[config.mk]
export PLATFORM = sky130hd
export DESIGN_NAME = ir_nec_tx
export DESIGN_NICKNAME = d
export VERILOG_FILES = /design/src/rtl/ir_nec_tx.sv
export SDC_FILE = /design/constraint.sdc
export NUM_CORES = 1
export LEC_CHECK = 0
export ABC_CLOCK_PERIOD_IN_PS = 2900
export CELL_PAD_IN_SITES_DETAIL_PLACEMENT = 0
export CELL_PAD_IN_SITES_GLOBAL_PLACEMENT = 1
export CORE_MARGIN = 8
export CORE_UTILIZATION = 47
export DETAILED_ROUTE_END_ITERATION = 6
export PLACE_DENSITY = 0.78
export SYNTH_ARGS = -nofsm -noshare
export SYNTH_HDL_FRONTEND = slang
export SYNTH_SLANG_ARGS = --single-unit
[constraint.sdc]
create_clock -name clk -period 2.9 [get_ports clk]
set_clock_uncertainty 0.05 [all_clocks]
set_input_delay 0.435 -clock clk [delete_from_list [all_inputs] [get_ports clk]]
set_output_delay 0.435 -clock clk [all_outputs]
set_load 0.02 [all_outputs]
[src/rtl/ir_nec_tx.sv]
// NEC infrared transmitter: serialises {address, ~address, command, ~command}
// as a pulse-distance frame (lead mark/space, 32 bits, stop mark, gap) and
// drives both the raw envelope and a carrier-modulated LED output.
module ir_nec_tx #(
    parameter int TICK_CYCLES      = 1750,
    parameter int LEAD_MARK_TICKS  = 257,
    parameter int LEAD_SPACE_TICKS = 128,
    parameter int BIT_MARK_TICKS   = 16,
    parameter int ZERO_SPACE_TICKS = 16,
    parameter int ONE_SPACE_TICKS  = 48,
    parameter int GAP_TICKS        = 1143,
    parameter int CARRIER_HALF     = 658
) (
    input  logic       clk,
    input  logic       rst,
    input  logic       start,
    input  logic [7:0] address,
    input  logic [7:0] command,
    output logic       busy,
    output logic       done,
    output logic       irEnv,
    output logic       irOut
);

    localparam int CW = (TICK_CYCLES > 1) ? $clog2(TICK_CYCLES) : 1;
    localparam int HW = (CARRIER_HALF > 1) ? $clog2(CARRIER_HALF) : 1;
    localparam logic [CW-1:0] CYC_LAST = CW'(TICK_CYCLES - 1);
    localparam logic [HW-1:0] CAR_LAST = HW'(CARRIER_HALF - 1);

    typedef enum logic [2:0] {
        IDLE, LEAD_MARK, LEAD_SPACE, BIT_MARK, BIT_SPACE, STOP_MARK, GAP
    } state_t;

    state_t          state_reg;
    logic [CW-1:0]   cyc_reg;
    logic [15:0]     tick_reg;
    logic [5:0]      idx_reg;
    logic [31:0]     shreg_reg;
    logic [HW-1:0]   car_cnt_reg;
    logic            car_ph_reg;

    logic [15:0]     seg_ticks;
    logic            seg_end;
    logic            car_wrap;

    // Length of the current segment in ticks; bit spaces depend on the bit being sent
    always_comb begin
        seg_ticks = 16'd1;
        case (state_reg)
            LEAD_MARK:  seg_ticks = 16'(LEAD_MARK_TICKS);
            LEAD_SPACE: seg_ticks = 16'(LEAD_SPACE_TICKS);
            BIT_MARK:   seg_ticks = 16'(BIT_MARK_TICKS);
            BIT_SPACE:  seg_ticks = shreg_reg[31] ? 16'(ONE_SPACE_TICKS) : 16'(ZERO_SPACE_TICKS);
            STOP_MARK:  seg_ticks = 16'(BIT_MARK_TICKS);
            GAP:        seg_ticks = 16'(GAP_TICKS);
            default:    seg_ticks = 16'd1;
        endcase
    end

    assign seg_end  = (cyc_reg == CYC_LAST) && (tick_reg == seg_ticks - 16'd1);
    assign car_wrap = (car_cnt_reg == CAR_LAST);

    // Frame sequencer, segment timer, carrier generator and registered outputs
    always_ff @(posedge clk or posedge rst) begin
        if (rst) begin
            state_reg   <= IDLE;
            cyc_reg     <= '0;
            tick_reg    <= '0;
            idx_reg     <= '0;
            shreg_reg   <= '0;
            car_cnt_reg <= '0;
            car_ph_reg  <= 1'b0;
            busy        <= 1'b0;
            done        <= 1'b0;
            irEnv       <= 1'b0;
            irOut       <= 1'b0;
        end else begin
            done <= 1'b0;

            // free-running carrier; restarted below on every mark entry
            if (car_wrap) begin
                car_cnt_reg <= '0;
                car_ph_reg  <= ~car_ph_reg;
            end else begin
                car_cnt_reg <= car_cnt_reg + 1'b1;
            end
            irOut <= irEnv & (car_wrap ? ~car_ph_reg : car_ph_reg);

            // segment timer runs only while a frame is in flight
            if (state_reg != IDLE) begin
                if (cyc_reg == CYC_LAST) begin
                    cyc_reg  <= '0;
                    tick_reg <= tick_reg + 16'd1;
                end else begin
                    cyc_reg <= cyc_reg + 1'b1;
                end
            end

            case (state_reg)
                IDLE: begin
                    if (start) begin
                        state_reg   <= LEAD_MARK;
                        shreg_reg   <= {address, ~address, command, ~command};
                        busy        <= 1'b1;
                        cyc_reg     <= '0;
                        tick_reg    <= '0;
                        irEnv       <= 1'b1;
                        irOut       <= 1'b1;
                        car_cnt_reg <= '0;
                        car_ph_reg  <= 1'b1;
                    end
                end
                LEAD_MARK: begin
                    if (seg_end) begin
                        state_reg <= LEAD_SPACE;
                        cyc_reg   <= '0;
                        tick_reg  <= '0;
                        irEnv     <= 1'b0;
                        irOut     <= 1'b0;
                    end
                end
                LEAD_SPACE: begin
                    if (seg_end) begin
                        state_reg   <= BIT_MARK;
                        idx_reg     <= '0;
                        cyc_reg     <= '0;
                        tick_reg    <= '0;
                        irEnv       <= 1'b1;
                        irOut       <= 1'b1;
                        car_cnt_reg <= '0;
                        car_ph_reg  <= 1'b1;
                    end
                end
                BIT_MARK: begin
                    if (seg_end) begin
                        state_reg <= BIT_SPACE;
                        cyc_reg   <= '0;
                        tick_reg  <= '0;
                        irEnv     <= 1'b0;
                        irOut     <= 1'b0;
                    end
                end
                BIT_SPACE: begin
                    if (seg_end) begin
                        state_reg   <= (idx_reg == 6'd31) ? STOP_MARK : BIT_MARK;
                        shreg_reg   <= {shreg_reg[30:0], 1'b0};
                        idx_reg     <= idx_reg + 6'd1;
                        cyc_reg     <= '0;
                        tick_reg    <= '0;
                        irEnv       <= 1'b1;
                        irOut       <= 1'b1;
                        car_cnt_reg <= '0;
                        car_ph_reg  <= 1'b1;
                    end
                end
                STOP_MARK: begin
                    if (seg_end) begin
                        state_reg <= GAP;
                        cyc_reg   <= '0;
                        tick_reg  <= '0;
                        irEnv     <= 1'b0;
                        irOut     <= 1'b0;
                    end
                end
                GAP: begin
                    if (seg_end) begin
                        state_reg <= IDLE;
                        cyc_reg   <= '0;
                        tick_reg  <= '0;
                        busy      <= 1'b0;
                        done      <= 1'b1;
                    end
                end
                default: begin
                    state_reg <= IDLE;
                    busy      <= 1'b0;
                    irEnv     <= 1'b0;
                    irOut     <= 1'b0;
                end
            endcase
        end
    end

endmodule

# Yosys cells after proc, flatten, opt, wreduce, memory -nomap -nowiden

Index checks and enable logic that the tools add are counted.

Output and inout port bits: 4
Register bits: 83
Logic and storage cells: 102

$add $sub $neg: 5
Muxes and demuxes: 46
Bitwise logic cells: 6
Reductions and logical operators: 15
Eq/ne operators: 19

Operator list:

| operator                | number |
|---|---|
| $mux W16                | 4 |
| $mux W32                | 2 |
| $pmux W32 S2            | 1 |
| $pmux W11 S5            | 1 |
| $mux W11                | 4 |
| $pmux W16 S2            | 1 |
| $mux W10                | 3 |
| $mux W3                 | 8 |
| $pmux W11 S2            | 1 |
| $pmux W3 S7             | 1 |
| $pmux W10 S2            | 1 |
| $mux W6                 | 3 |
| $add A16 B1 Y16 const B | 1 |
| $eq A16 B16 Y1          | 1 |
| $not A8 Y8              | 2 |
| $sub A16 B1 Y16 const B | 1 |
| $ne A2 B2 Y1 const B    | 7 |
| $pmux W6 S2             | 1 |
| $add A11 B1 Y11 const B | 1 |
| $eq A11 B11 Y1 const B  | 1 |
| $mux W1                 | 11 |
| $add A10 B1 Y10 const B | 1 |
| $eq A10 B10 Y1 const B  | 1 |
| $eq A3 B3 Y1 const B    | 3 |
| 21 further kinds        | 30 |

# Longest topological paths before layout

Gate-level depths: netlist (run 1).

Depth in word-level cells: 8
Depth in mapped cells: 10
Depth with buffers taken out: 8

# Least setup slack after synthesis (run 1)

No wires, ideal clock.

Kind: reg-to-reg
From: register state_reg[2]
To: register shreg_reg[1]
Path buffers: 2
Clock period less this slack: 2,300 ps
Arrival: 2,124 ps
Slack: 600 ps
Library setup time: 125 ps
Data required time: 2,725 ps
Stages on the path, launching flop included: 9
Path through: dfrtp_1 -> buf_2 -> or3b_1 -> a31oi_1 -> o21a_1 -> nor3_4 -> a21boi_4 -> buf_6 -> mux2_4

Cells in the longest elaborated chain, start to end: 8
Elaborated cells between the ends (all ways): 17
Classes of those cells: 1 x add/sub; 9 x eq/ne; 2 x mux; 5 x reduce/logical

Ends and longest elaborated chain:

| item                                         | line | source |
|---|---|---|
| start: declaration                           | 34   | `state_t state_reg;` |
| start signal: assignment                     | 145  | `state_reg <= (idx_reg == 6'd31) ? STOP_MARK : BIT_MARK;` |
| $eq A3 B3 Y1 or $eq A3 B2 Y1 (tied branches) | 49   | `case (state_reg)` |
| $reduce_or A2 Y1 (no line)                   | --   |  |
| $pmux W11 S5                                 | 49   |  |
| $sub A16 B1 Y16                              | 60   | `assign seg_end = (cyc_reg == CYC_LAST) && (tick_reg == seg_ticks - 16'd1);` |
| $eq A16 B16 Y1                               | 60   |  |
| $logic_and A1 B1 Y1                          | 60   |  |
| $ne A2 B2 Y1 (no line)                       | --   |  |
| $reduce_and A3 Y1 (no line)                  | --   |  |
| end signal: assignment                       | 103  | `shreg_reg <= {address, ~address, command, ~command};` |
| end signal: assignment                       | 146  | `shreg_reg <= {shreg_reg[30:0], 1'b0};` |
| end: declaration                             | 38   | `logic [31:0] shreg_reg;` |

Several ways; a longest one is shown, not always the timed one.
A chain may end at the register's enable or synchronous reset.

# Final worst setup path (run 1)

From: register state_reg[1]
To: register shreg_reg[4]

The elaborated chain is that of the path after synthesis.

==> summary.txt, run 1 <==
status - completed
hold_buf cts - 0
H-tree depth - 3
Critical path destination - shreg_reg[4]
detailed placement HPWL - 6680 um
synth top area cells - dfrtp_1, nand2_1, mux2_4, o21ai_0, mux2i_1
Num CTS Buffers - 9
Syn. warnings - 0
most common cell after layout, fill and taps aside - dfrtp_1
Critical Path, Cell by Cell - xnor2_1 > mux2i_1 > a32oi_4 > nor3_4 > a21boi_4 > buf_12 > mux2_2
worst skew pair latency - 0.35 ns
port bufs - 22
minimum clock period - 2.69 ns
Worst EP arrival - 2.88 ns
Final Cycle Share - 92.9%
Die W - 115 um
flop2flop setup slack - 0.21 ns
Die H - 115 um
worst vdd ir - 0.000296 V
antenna cells - 0
Least-Margin Pin Slew - 0.658 ns
first-pass GRT wire length - 16600 um
number of nets with antenna violations after routing - 0
Tot GR Track Use - 15.5%
largest net degree at the start of global routing - 37
Vias - 3437
HP Class - in2async
Syn Nets - 509
Setup CP Type - reg2reg
setup violators final - 0
post-synthesis sequential area ratio - 44.7%
R2R Path End - shreg_reg[4]
most common flop cell mapped by yosys - dfrtp_1
DRT Wirelength - 9340 um
starting DRC count in detailed routing - 177
wire length per cell - 14.4 um
Max Freq - 371 MHz
reg2reg start - state_reg[1]
FFs w/ async S/R, synth - 100%
layout cells sized above 1 - 14.6%
NumNets Final - 535
Clock transition at path regs - 0.08 ns
nature of the critical path endpoint - flop
area grow syn2layout - 13.2%
CTS sink cnt - 83
core area - 9680 um^2
Fin. Hold Viols - 0
final estimated routing congestion in global placement - 0.836
num ports - 23
Syn Area/Cell - 9.60 um^2
vias per std cell - 5.31
Distinct cells, synth - 66
crit-path max FO - 19
die area - 13300 um^2
Pwr per Cell Area - 523 nW/um^2
post-CTS setup buffer count - 0
GRT Residual Overflow - 0
FF-to-FF path depth - 7
antenna violations before repair - 0
vias in the first global route - 3499
RSZ-0062 raised after global routing - no
WP data required - 3.08 ns
number of synthesized flops with an enable pin - 0
setup TNS - 0 ns
Placed Instances - 632
top cell type's share of synthesized area - 44.7%
Cells after Synth - 484
Final Power - 2.75 mW
max reg flops - 32
Crit. Startpoint - state_reg[1]
Max Cap Viol - 0
DRC viols - 0
post-synthesis cell area - 4650 um^2
DR pass1 iterations - 4
Root Buffer - clkbuf_8
CP startpoint kind - flop
clock tree buffer depth - 2
Lkg Pwr - 2.43 nW
CP peak stage delay - 0.55 ns
CP max stage cell - a21boi_4
#FFs+latches synth - 83
cell taking the most area after synthesis - dfrtp_1
Finished Layout Cells - 647
CTS tree - done
Rel. slew slack - 56.0%
most frequent cells in the layout - dfrtp_1, nand2_1, nor2_1, o21ai_0, clkdlybuf4s50_1
Final Slew Violations - 0
starting density of the core - 48.0%
cts repair resizes - 0
Site Rows - 36
==> critical path, delay by kind of cell, from the launching register on <==
kind	cells	cell delay (ns)
AO/OA/AOI/OAI	2	0.77
flip-flops	1	0.53
multiplexers	2	0.52
AND/OR/NAND/NOR	1	0.09
XOR/XNOR	1	0.34
buffers and inverters	1	0.27
==> how the worst min path moves through the flow <==
stage,start,endpoint,slack [ns]
2_1_floorplan,shreg_reg[0],shreg_reg[0],0.41
3_3_place_gp,shreg_reg[0],shreg_reg[0],0.43
3_5_place_dp,shreg_reg[0],shreg_reg[0],0.43
4_1_cts,rst,shreg_reg[17],0.41
5_1_grt,rst,car_cnt_reg[1],0.47
6_report,rst,shreg_reg[17],0.40
==> per-layer routing <==
layer,track usage (%),share of wire (%),up-vias
met5,0,0,-
met3,2.45,2.9,11
li1,-,-,1740
met1,20.8,49,1646
met2,24.4,46,40
met4,6.22,1.4,0
==> area by class of cell <==
class,count,area (um^2)
Sequential cell,83,2080
Inverter,18,68.8
Fill cell,918,4420
Timing Repair Buffer,37,358
Tap cell,133,166
Clock buffer,12,155
Multi-Input combinational cell,361,2390
Clock inverter,3,46.3
==> cells by family (layout without fill, tap and decap cells) <==
kind of cell             Yosys count  in the layout  share of synthesized area, %
AO/OA/AOI/OAI                     91             91                          13.4
multiplexers                      35             35                          9.53
buffers and inverters             40             70                          3.90
adder cells (fa/ha/maj)            7              7                          1.83
XOR/XNOR                          22             22                          4.15
flip-flops                        83             83                          44.7
AND/OR/NAND/NOR                  206            206                          22.5
==> Yosys cell counts, drive strengths merged (9+ instances only) <==
cell	number
nor2	37
a21oi	15
nand3	14
mux2i	15
inv	18
dfrtp	83
nand2	80
clkbuf	13
o21ai	36
xor2	15
mux2	20
buf	9
nor3	11
==> stage by stage <==
step           utilization (%)  setup WS (ns)  hold WS [ns]  cell area (um^2)
3_3_place_gp              52.2          0.265         0.427              5060
4_1_cts                   54.3          0.186         0.413              5260
2_1_floorplan                -          0.278         0.407              4650
5_1_grt                   54.3         0.0262         0.470              5260
3_5_place_dp              52.2          0.211         0.430              5060
6_report                  54.3          0.205         0.405              5260
==> power breakdown <==
part	switching, mW	internal [mW]
Combinational	0.177	0.217
Sequential	0.173	1.33
Clock	0.412	0.444
Note: power is estimated with default switching activity, not from simulation.
==> run 2: changes to the inputs <==
--- a/config.mk
+++ b/config.mk
@@ -7,3 +7,3 @@
 export LEC_CHECK = 0
-export ABC_CLOCK_PERIOD_IN_PS = 2900
+export ABC_CLOCK_PERIOD_IN_PS = 2700
 export CELL_PAD_IN_SITES_DETAIL_PLACEMENT = 0
==> constraint.sdc (replaced) <==
create_clock -name clk -period 2.7 [get_ports clk]
set_clock_uncertainty 0.05 [all_clocks]
set_input_delay 0.54 -clock clk [delete_from_list [all_inputs] [get_ports clk]]
set_output_delay 0.54 -clock clk [all_outputs]
set_load 0.02 [all_outputs]
==> run 2 against run 1 <==
Net effect:
- utilization grew 0.36 points
- sequential cell count did not move
- combinational power grew 10%
- final cell count is 0.46% higher
- sequential share of layout area is 0.26 points lower
- routed wire length grew 1.2%
- highest routed layer unchanged
- die area unchanged
- critical path type unchanged
- sequential power is 7% higher
- first-iteration DRC count down 16%
==> summary.txt, run 2 (synthesis results as in run 1) <==
Vias - 3497 (+1.7%)
CTS tree - done
die area - 13300 um^2 (unchanged)
final hold slack - 0.450 ns (+0.0453 ns)
worst hold start - shreg_reg[0]
post-layout util - 54.7% (+0.36 points)
Tot GR Track Use - 15.2% (-0.24 points)
status - completed
hold_buf cts - 0 (unchanged)
Switching Fraction - 27.8% (+0.16 points)
number of nets with antenna violations after routing - 0 (unchanged)
fin area - 5300 um^2 (+0.67%)
Site Rows - 36 (unchanged)
HP Class - reg2reg
antenna violations before repair - 0 (unchanged)
nature of the critical path endpoint - flop
first-pass GRT wire length - 16600 um (+0.29%)
Rel. slew slack - 59.1% (+3.1 points)
CP startpoint kind - flop
Placed Instances - 634 (+0.32%)
DRT Wirelength - 9460 um (+1.2%)
layout cells sized above 1 - 15.3% (+0.69 points)
most frequent cells in the layout - dfrtp_1, nand2_1, nor2_1, o21ai_0, clkdlybuf4s50_1
reg2reg start - state_reg[1]
clock tree buffer depth - 2 (unchanged)
Max Freq - 393 MHz (+5.9%)
area post-placement - 5090 um^2 (+0.59%)
Final Power - 2.92 mW (+6.2%)
Pwr per Cell Area - 552 nW/um^2 (+5.5%)
NumNets Final - 539 (+0.75%)
Clock transition at path regs - 0.08 ns (about the same)
Final Slew Violations - 0 (unchanged)
setup violators final - 0 (unchanged)
port bufs - 22 (unchanged)
CTS sink cnt - 83 (unchanged)
max reg flops - 32 (unchanged)
Final Cycle Share - 94.2% (+1.3 points)
wire length per cell - 14.5 um (+0.73%)
Least-Margin Pin Slew - 0.611 ns (-0.0471 ns)
starting DRC count in detailed routing - 149 (-16%)
R2R Path End - shreg_reg[9]
final worst slack - 0.156 ns (-0.0490 ns)
clock power share - 30.0% (-1.1 points)
final estimated routing congestion in global placement - 0.831 (-0.61%)
setup TNS - 0 ns (unchanged)
starting density of the core - 48.0% (unchanged)
Hold EP - shreg_reg[0]
DRC viols - 0 (unchanged)
FF-to-FF path depth - 7 (unchanged)
flop2flop setup slack - 0.16 ns (-0.05 ns)
vias in the first global route - 3513 (+0.40%)
Reg power frac - 55.1% (+0.5 points)
Die H - 115 um (unchanged)
dpl ws - 0.148 ns (-0.0630 ns)
core area - 9680 um^2 (unchanged)
sw power - 0.813 mW (+6.8%)
GRT Residual Overflow - 0 (unchanged)
Worst EP arrival - 2.72 ns (-0.16 ns)
worst vdd ir - 0.000291 V (-1.8%)
area grow syn2layout - 13.9%
H-tree depth - 3 (unchanged)
WP data required - 2.87 ns (-0.21 ns)
largest net degree at the start of global routing - 53 (+43%)
DR pass1 iterations - 6 (+2)
Fin. Hold Viols - 0 (unchanged)
vias per std cell - 5.38 (+1.3%)
detailed placement HPWL - 6430 um (-3.7%)
Internal - 2.11 mW (+5.9%)
minimum clock period - 2.54 ns (-0.151 ns)
RSZ-0062 raised after global routing - no
Lkg Pwr - 2.45 nW (+0.54%)
Die W - 115 um (unchanged)
num ports - 23 (unchanged)
Setup CP Type - reg2reg
most common cell after layout, fill and taps aside - dfrtp_1
Num CTS Buffers - 9 (unchanged)
worst skew pair latency - 0.35 ns (about the same)
crit-path max FO - 32 (+13)
Hold Path Stages - 1
Root Buffer - clkbuf_8
antenna cells - 0 (unchanged)
combinational power share - 14.9% (+0.6 points)
Finished Layout Cells - 650 (+0.46%)
Max Cap Viol - 0 (unchanged)
-- run 2: cell count changes in the layout (fill, tap and decap cells not counted), sizes merged --
cell      before  now
clkinv         1    0
inv           18   17
buf           15   19
clkinvlp       1    2
-- run 2: cell type report --
type	count	area, um^2
well taps	133	166
clock buffers	12	145
fillers	892	4390
repair buffers	41	400
flip-flops and latches	83	2080
clock inverters	2	37.5
inverters	18	71.3
multi-input cells	361	2400
-- run 2: worst max-delay path by stage --
stage / cells after the start / start / end / slack (ns)
after floorplan: 8 / state_reg[2] / shreg_reg[1] / 0.40
after global placement: 6 / state_reg[1] / idx_reg[1] / 0.21
after detailed placement: 7 / state_reg[1] / tick_reg[0] / 0.15
after CTS: 7 / state_reg[1] / tick_reg[0] / 0.12
after global routing: 6 / state_reg[1] / idx_reg[0] / 0.002
final: 7 / state_reg[1] / shreg_reg[9] / 0.16
-- run 2: per-layer routing --
metal / part of all wire (%) / vias up / GRT usage (%) / routed length, um
met5: 0 / - / 0 / 0
met4: 1.5 / 0 / 5.78 / 143
met3: 2.1 / 11 / 2.29 / 195
met2: 47 / 28 / 24.2 / 4410
met1: 50 / 1715 / 20.5 / 4710
li1: - / 1743 / - / -
-- run 2: worst max-delay path, cell delays in order, from the launching register on --
cell      delay [ns]
dfrtp_1         0.53
or2_2           0.39
o221ai_1        0.26
a32oi_4         0.23
nor3_4          0.33
a21boi_4        0.10
buf_12          0.20
mux2_4          0.32
-- run 2: what timing repair did --
action,4_1_cts,5_1_grt
hold endpoints to repair,0,0
resized for setup,0,2
setup endpoints to repair,0,17
buffers inserted,0,2
-- run 2: power groups by stage --
| stage | registers (mW) | clock network (mW) | logic [mW] |
|---|---|---|---|
| 2_1_floorplan | 1.59 | 0 | 0.333 |
| 3_5_place_dp | 1.63 | 0 | 0.437 |
| 5_1_grt | 1.64 | 0.941 | 0.502 |
| 4_1_cts | 1.61 | 0.901 | 0.441 |
| 6_report | 1.61 | 0.877 | 0.435 |
| 3_3_place_gp | 1.63 | 0 | 0.426 |
==> run 3: changes to the inputs <==
CELL_PAD_IN_SITES_DETAIL_PLACEMENT = not set   (was 0)
CELL_PAD_IN_SITES_GLOBAL_PLACEMENT = not set   (was 1)
CORE_UTILIZATION = 54   (was 47)
PLACE_DENSITY = 0.72   (was 0.78)
==> run 3 against run 2 <==
Net effect:
- non-clock buffer count unchanged
- routed wire length is essentially flat
- largest power group unchanged
- sequential share of layout area is 0.065 points lower
- worst setup slack got worse by 0.0010 ns
- highest routed layer unchanged
- critical path type unchanged
- count of clock-buffer cells in the layout is 1 higher
- utilization grew 7.4 points
- final area grew 0.17%
- die area down 11%
- total power increased by 5.7%
- hold slack hardly changed
==> summary.txt, run 3 (synthesis results as in run 1) <==
status - completed
Vias - 3548 (+1.5%)
Tot GR Track Use - 17.4% (+2.1 points)
Final Cycle Share - 94.3% (about the same)
Pwr per Cell Area - 582 nW/um^2 (+5.5%)
setup TNS - 0 ns (unchanged)
most frequent cells in the layout - dfrtp_1, nand2_1, nor2_1, o21ai_0, clkdlybuf4s50_1
number of nets with antenna violations after routing - 0 (unchanged)
Final Power - 3.09 mW (+5.7%)
vias in the first global route - 3511 (-0.057%)
H-tree depth - 3 (unchanged)
port bufs - 22 (unchanged)
layout cells sized above 1 - 15.8% (+0.52 points)
vias per std cell - 5.66 (+5.2%)
Clock transition at path regs - 0.08 ns (about the same)
Setup CP Type - reg2reg
Die H - 109 um (-5.8%)
DR pass1 iterations - 4 (-2)
worst skew pair latency - 0.35 ns (about the same)
Placed Instances - 609 (-3.9%)
worst vdd ir - 0.000479 V (+65%)
die area - 11800 um^2 (-11%)
Die W - 109 um (-5.8%)
DRC viols - 0 (unchanged)
Finished Layout Cells - 627 (-3.5%)
Root Buffer - clkbuf_8
fin area - 5300 um^2 (+0.17%)
largest net degree at the start of global routing - 54 (+1.9%)
final estimated routing congestion in global placement - 0.824 (-0.78%)
Crit. Startpoint - state_reg[1]
wire length per cell - 15.1 um (+3.8%)
dpl ws - 0.162 ns (+0.0140 ns)
setup violators final - 0 (unchanged)
worst hold start - shreg_reg[0]
GRT Residual Overflow - 0 (unchanged)
num ports - 23 (unchanged)
WP data required - 2.89 ns (+0.02 ns)
NumNets Final - 539 (unchanged)
Max Cap Viol - 0 (unchanged)
HP Class - reg2reg
clock tree buffer depth - 2 (unchanged)
flop2flop setup slack - 0.16 ns (about the same)
Rel. slew slack - 54.4% (-4.7 points)
post-layout util - 62.0% (+7.4 points)
antenna cells - 0 (unchanged)
minimum clock period - 2.54 ns (+0.00102 ns)
antenna violations before repair - 0 (unchanged)
RSZ-0062 raised after global routing - yes
Least-Margin Pin Slew - 0.681 ns (+0.0703 ns)
CTS tree - done
reg2reg start - state_reg[1]
detailed placement HPWL - 6650 um (+3.4%)
final hold slack - 0.450 ns (-0.000202 ns)
most common cell after layout, fill and taps aside - dfrtp_1
starting DRC count in detailed routing - 180 (+21%)
CTS sink cnt - 83 (unchanged)
crit-path max FO - 17 (-47%)
Fin. Hold Viols - 0 (unchanged)
CP startpoint kind - flop
first-pass GRT wire length - 16500 um (-0.62%)
Site Rows - 34 (-5.6%)
Final Slew Violations - 0 (unchanged)
nature of the critical path endpoint - flop
max reg flops - 32 (unchanged)
area post-placement - 5040 um^2 (-0.86%)
Worst EP arrival - 2.73 ns (about the same)
starting density of the core - 54.3% (+6.4 points)
area grow syn2layout - 14.1%
final worst slack - 0.155 ns (-0.00102 ns)
hold_buf cts - 0 (unchanged)
core area - 8550 um^2 (-12%)
Lkg Pwr - 2.47 nW (+0.92%)
Max Freq - 393 MHz (about the same)
Num CTS Buffers - 9 (unchanged)
DRT Wirelength - 9460 um (about the same)
==> run 3: cell types whose count changed in the layout (fill, tap and decap cells not counted), sizes merged <==
cell      change
clkinvlp      -1
clkinv        +1
bufinv        +1
clkbuf        +1
==> run 3: cell type report <==
| type | count | area, um^2 |
|---|---|---|
| clock buffer | 13 | 169 |
| tap | 108 | 135 |
| multi-input combinational | 361 | 2390 |
| timing repair buffer | 41 | 388 |
| clock inverter | 3 | 68.8 |
| sequential | 83 | 2080 |
| fill | 726 | 3250 |
| inverter | 18 | 71.3 |
==> run 3: final timing paths <==
check,to,depth (start not counted)
setup / recovery,shreg_reg[27],7
hold / removal,shreg_reg[0],1
setup reg to reg,shreg_reg[27],7
hold reg to reg,shreg_reg[0],1
max in group asynchronous,car_cnt_reg[0],3
min in group asynchronous,cyc_reg[10],3
==> run 3: power by group <==
| part | switching (mW) | internal (mW) | total (mW) |
|---|---|---|---|
| sequential | 0.187 | 1.43 | 1.62 |
| combinational | 0.200 | 0.233 | 0.434 |
| clock | 0.441 | 0.599 | 1.04 |
| total | 0.828 | 2.26 | 3.09 |
==> run 3: worst max-delay path, cell delays in order (launching register included) <==
cell	delay (ns)
dfrtp_1	0.51
xnor2_1	0.33
mux2i_1	0.35
nand4_2	0.23
nor3_4	0.34
a21boi_4	0.13
buf_12	0.18
mux2_4	0.30
==> run 3: routing by layer <==
metal	share of wire, %	GRT usage (%)
met2	48	28.9
met1	47	22.0
met4	1.5	6.55
met3	2.9	3.19
met5	0	0
==> run 3: timing repair <==
| action | CTS | global route |
|---|---|---|
| gates resized for setup | 0 | 2 |
| buffers inserted | 0 | 2 |
| setup endpoints to repair | 0 | 46 |
